`src/rtl/avr_io_intc.sv`:
```
// rtl/avr_io_intc.sv - latched, maskable 4-line interrupt controller on the AVR I/O bus
//
// Purpose: captures peripheral requests as edge- or level-sensitive pending
// bits, masks them and presents a registered iflag/ivect pair to the core.
// Edge-pending bits clear on ack or W1C write to IPEND.
// Optional feature macro: AVR_INTC_SYNC_EN (two-flop synchronizer on irq).
//
// Ports:
//   clk, rst            clock, synchronous active-high reset
//   io_re, io_we        pre-qualified I/O read / write strobes
//   io_a                register select (0 IPEND, 1 IMASK, 2 IMODE, 3 IVEC)
//   io_di               read data to core, 8'h00 when io_re is low (wired-OR)
//   io_do               write data from core
//   irq                 raw request lines, bit 0 highest priority
//   ack, ack_vect       core has taken vector ack_vect
//   iflag, ivect        registered interrupt request / vector to core

module avr_io_intc #(
  parameter logic [3:0] RESET_MASK = 4'h0,
  parameter logic [3:0] RESET_MODE = 4'hF
) (
  input  logic       clk,
  input  logic       rst,
  input  logic       io_re,
  input  logic       io_we,
  input  logic [1:0] io_a,
  output logic [7:0] io_di,
  input  logic [7:0] io_do,
  input  logic [3:0] irq,
  input  logic       ack,
  input  logic [1:0] ack_vect,
  output logic       iflag,
  output logic [1:0] ivect
);

  logic [3:0] pend_q, pend_d;
  logic [3:0] ovr_q,  ovr_d;
  logic [3:0] mask_q, mask_d;
  logic [3:0] mode_q, mode_d;
  logic [3:0] p_q,    p_d;
  logic       iflag_q, iflag_d;
  logic [1:0] ivect_q, ivect_d;
  logic [3:0] s;
  logic [3:0] rise;
  logic [3:0] masked;
  logic       wr_pend;

`ifdef AVR_INTC_SYNC_EN
  logic [3:0] sync1_q, sync2_q;
  // Marks when sync2_q holds a real irq sample rather than its reset zero.
  // Until then p_q is held at its reset value so a line high through reset
  // does not look like a fresh rising edge once the synchronizer fills.
  logic [1:0] sync_ok_q;

  always_ff @(posedge clk) begin
    if (rst) begin
      sync1_q   <= 4'h0;
      sync2_q   <= 4'h0;
      sync_ok_q <= 2'b00;
    end else begin
      sync1_q   <= irq;
      sync2_q   <= sync1_q;
      sync_ok_q <= {sync_ok_q[0], 1'b1};
    end
  end

  assign s   = sync2_q;
  assign p_d = sync_ok_q[1] ? s : p_q;
`else
  assign s   = irq;
  assign p_d = s;
`endif

  assign rise    = s & ~p_q;
  assign wr_pend = io_we && (io_a == 2'd0);
  assign masked  = pend_q & mask_q;

  always_comb begin
    pend_d = pend_q;
    ovr_d  = ovr_q;
    for (int i = 0; i < 4; i++) begin
      if (mode_q[i]) begin
        // A new edge beats any clear in the same cycle, and since the bit
        // stays set nothing was lost, so overrun is only flagged when the
        // edge lands on an un-cleared pending bit.
        if (rise[i]) begin
          pend_d[i] = 1'b1;
          if (pend_q[i] && !((ack && (ack_vect == 2'(i))) || (wr_pend && io_do[i])))
            ovr_d[i] = 1'b1;
          else if (wr_pend && io_do[i+4])
            ovr_d[i] = 1'b0;
        end else begin
          if ((ack && (ack_vect == 2'(i))) || (wr_pend && io_do[i]))
            pend_d[i] = 1'b0;
          if (wr_pend && io_do[i+4])
            ovr_d[i] = 1'b0;
        end
      end else begin
        pend_d[i] = s[i];
        if (wr_pend && io_do[i+4])
          ovr_d[i] = 1'b0;
      end
    end
  end

  always_comb begin
    mask_d = mask_q;
    mode_d = mode_q;
    if (io_we && (io_a == 2'd1)) mask_d = io_do[3:0];
    if (io_we && (io_a == 2'd2)) mode_d = io_do[3:0];
  end

  always_comb begin
    iflag_d = |masked;
    ivect_d = 2'd0;
    if (masked[0])      ivect_d = 2'd0;
    else if (masked[1]) ivect_d = 2'd1;
    else if (masked[2]) ivect_d = 2'd2;
    else if (masked[3]) ivect_d = 2'd3;
  end

  always_ff @(posedge clk) begin
    if (rst) begin
      pend_q  <= 4'h0;
      ovr_q   <= 4'h0;
      mask_q  <= RESET_MASK;
      mode_q  <= RESET_MODE;
      p_q     <= 4'hF;
      iflag_q <= 1'b0;
      ivect_q <= 2'd0;
    end else begin
      pend_q  <= pend_d;
      ovr_q   <= ovr_d;
      mask_q  <= mask_d;
      mode_q  <= mode_d;
      p_q     <= p_d;
      iflag_q <= iflag_d;
      ivect_q <= ivect_d;
    end
  end

  always_comb begin
    io_di = 8'h00;
    if (io_re) begin
      case (io_a)
        2'd0:    io_di = {ovr_q, pend_q};
        2'd1:    io_di = {4'h0, mask_q};
        2'd2:    io_di = {4'h0, mode_q};
        default: io_di = {iflag_q, 5'b0, ivect_q};
      endcase
    end
  end

  assign iflag = iflag_q;
  assign ivect = ivect_q;

endmodule

```
`config.mk`:
```
export PLATFORM = sky130hd
export DESIGN_NAME = avr_io_intc
export DESIGN_NICKNAME = d
export VERILOG_FILES = /design/src/rtl/avr_io_intc.sv
export SDC_FILE = /design/constraint.sdc
export NUM_CORES = 1
export LEC_CHECK = 0
export CORE_MARGIN = 4
export CORE_UTILIZATION = 35
export CTS_BUF_LIST = sky130_fd_sc_hd__clkbuf_8
export CTS_CLUSTER_DIAMETER = 50
export DETAILED_ROUTE_END_ITERATION = 16
export GPL_TIMING_DRIVEN = 0
export HOLD_SLACK_MARGIN = 0.12
export MAX_ROUTING_LAYER = met4
export PLACE_DENSITY_LB_ADDON = 0.08
export SETUP_SLACK_MARGIN = 0.4
export SLEW_MARGIN = 20
export SYNTH_ARGS = -nofsm -noshare
export SYNTH_HDL_FRONTEND = slang
export SYNTH_SLANG_ARGS = --single-unit
```
`constraint.sdc`:
```
create_clock -name clk -period 2 [get_ports clk]
set_input_delay 0.4 -clock clk [delete_from_list [all_inputs] [get_ports clk]]
set_output_delay 0.4 -clock clk [all_outputs]
set_load 0.005 [all_outputs]
```
==> results.md <==
* Result of the run: finished, final reports clean
* Area share of the largest cell type after synthesis at 40.4%
* Worst Tran Pin Value at 0.440 ns
* Hold/Removal Path Class: in2reg
* Synthesized netlist net count at 144
* Overall routing resource usage at 16.6%
* CP Launch Type: flip-flop
* Maximum number of pins on one net before global-route repair at 13
* Number of clock sinks seen by CTS at 23
* Clock skew after layout at 0.000522 ns
* Wire length of the first global-routing pass at 5240 um
* Areal power density over the cells at 571 nW/um^2
* Distinct cell type count after synthesis at 29
* TritonCTS Buffers at 3
* DRC violation total after the first TritonRoute iteration at 56
* Number of antenna violations at the first check in global routing at 0
* Overall die area at 4230 sq um
* Vertical extent of the die at 65.1 um
* Number of nets in the layout at 194
* Input/output buffers at 28
* Static leakage at 0.708 nW
* Via count of the first global-routing pass at 1090
* Final count of hold timing violations at 0
* Deepest level of the CTS H-tree at 1
* Total grt overflow at 0
* Clock-pin slew reported for the worst setup and hold paths after clock tree synthesis at 0.08 ns
* Flops & latches, synth at 23
* Capturing element type of the critical path: primary output
* Final core area utilization at 55.2%
* Peak Freq at 585 MHz
* Layout overhead on the synthesized area at 49.1%
* Die W at 65.1 um
* Pre-CTS setup slack at -0.172 ns
* Final critical delay including setup and external delays at 1.71 ns
* Post-route DRC violation count at 0
* Final-report setup violation count at 0
* Data required time at the worst endpoint at 1.60 ns
* Number of buffers on the longest clock path at 2
* Average detailed-routed wire length per instance at 14.5 um
* Portion of the clock cycle consumed by the worst path in the final layout at 85.4%
* TritonCTS clock tree: yes
* Number of vias in the routed layout at 1072
* Peak supply drop at 0.000275 V
* Finished Cell Area at 1700 sq um
* Layout cells sized above 1 at 31.4%
* IO Pins at 32
* Final antenna diode count at 0
* Sequential area share after synthesis at 40.4%
* Cell count after synthesis at 123
* Area leader, netlist: dfxtp_1
* DRT Wirelength at 3140 um
* Total count of max-transition violations in the final report at 0
* Area of the core at 3080 sq um
* Syn avg cell area at 9.27 sq um
* Number of rows created at floorplan at 20
* Post-route antenna net violation count at 0
* Clock network latency to the later pin of the worst-skew pair at 0.26 ns
* Placed Instance Area at 1480 sq um
* Detailed-routing iteration count for the pre-antenna-repair pass at 4
* Max-slew headroom at the worst pin at 70.7%
* Clock root buffer: clkbuf_8
* Via-per-instance ratio at 4.96
* Worst Slack Setup Final at 0.292 ns
* Critical path peak fanout at 3
* Placed wire-length estimate after detailed placement at 2260 um
* Data arrival at the endpoint of the critical path at 1.31 ns
* Area contributors post-synth: dfxtp_1, a211o_1, nand2_1
* Kind of critical path: reg2out
* Max_cap viols at 0
* Last weighted congestion value of the routability-driven placer at 0.791
* Synth warn at 0
* Setup repair after global routing missed its margin: true
* Initial core utilization at 37.0%
* Combined area of all synthesized cells at 1140 sq um
routing by layer:
| layer | up-vias | GRT usage (%) | wire, um |
|---|---|---|---|
| li1 | 541 | - | - |
| met1 | 511 | 20.7 | 1420 |
| met2 | 18 | 27.3 | 1580 |
| met3 | 2 | 2.77 | 124 |
| met4 | 0 | 5.44 | 11 |
| met5 | - | - | 0 |
synthesized netlist by cell type (all sizes together):
cell type	n
nor2b	1
nand2b	6
a21oi	5
clkbuf	2
nor3b	2
and3	4
a31oi	1
or2	4
a21boi	1
buf	3
o21ai	1
o2bb2ai	2
nand3	6
nor2	5
nand3b	3
mux4	2
a22oi	1
and2	7
dfxtp	23
mux2i	2
a32o	3
inv	11
o41ai	3
a211o	8
nand2	13
o32ai	3
a2111o	1
final cells by class:
type | instances | area [sq um]
clock buffers | 3 | 41.3
inverters | 11 | 41.3
flip-flops and latches | 23 | 473
fillers | 304 | 1380
repair buffers | 45 | 405
multi-input cells | 84 | 624
plain buffers | 5 | 55.1
well taps | 44 | 55.1
clock inverters | 1 | 3.75
critical path, stage by stage (launching register included):
cell and delay, ns:
dfxtp_2 0.33, mux4_2 0.46, and2_4 0.15, buf_6 0.11
metrics by stage:
stage	setup TNS, ns	power [mW]	hold WS [ns]	instances
final	0	0.971	0.417	216
after global routing	0	1.03	0.436	216
after CTS	0	0.971	0.417	215
after detailed placement	-1.03	0.655	0.444	195
after global placement	-1.04	0.650	0.447	195
after floorplan	0	0.579	0.430	123
where the power goes:
part	internal, mW	switching, mW
combinational	0.114	0.0819
clock	0.137	0.147
sequential	0.479	0.0115
total	0.730	0.241
final timing paths:
kind                                  end  startpoint  depth (start not counted)  slack, ns
worst max-delay path             io_di[0]   mask_q[0]                          3       0.29
worst min-delay path            mask_q[0]       io_we                          3       0.42
worst max register to register   ovr_q[3]   mode_q[3]                          4       0.92
worst min register to register   ovr_q[2]      p_q[2]                          1       0.45
cell usage in the layout (no fill, tap or decap), drive strengths merged, types with 4 or more instances in the layout:
cell type,instances
or2,4
and2,7
and3,4
nand2,13
dfxtp,23
nor2,5
clkdlybuf4s50,19
inv,12
nand3,6
a211o,8
nand2b,6
buf,23
a21oi,5
clkbuf,7
flip-flops by register name, indices dropped and copies added (netlist names):
| name | count |
|---|---|
| mask_q | 4 |
| mode_q | 4 |
| ovr_q | 4 |
| p_q | 4 |
| pend_q | 4 |
| ivect | 2 |
| iflag | 1 |
kinds of logic (layout without fill, tap and decap cells):
kind of cell,Yosys count,after routing,synth area share [%]
AND/OR/NAND/NOR,51,51,24.9
AO/OA/AOI/OAI,29,29,22.4
flip-flops,23,23,40.4
buffers and inverters,16,65,6.59
multiplexers,4,4,5.71
what timing repair did:
action                     in CTS  in global routing
gates resized for setup        40                  8
hold buffers                    0                  0
setup endpoints to repair       8                  6
setup buffers                  16                  1
pin swaps                       3                  0
Note: power is estimated with default switching activity, not from simulation.
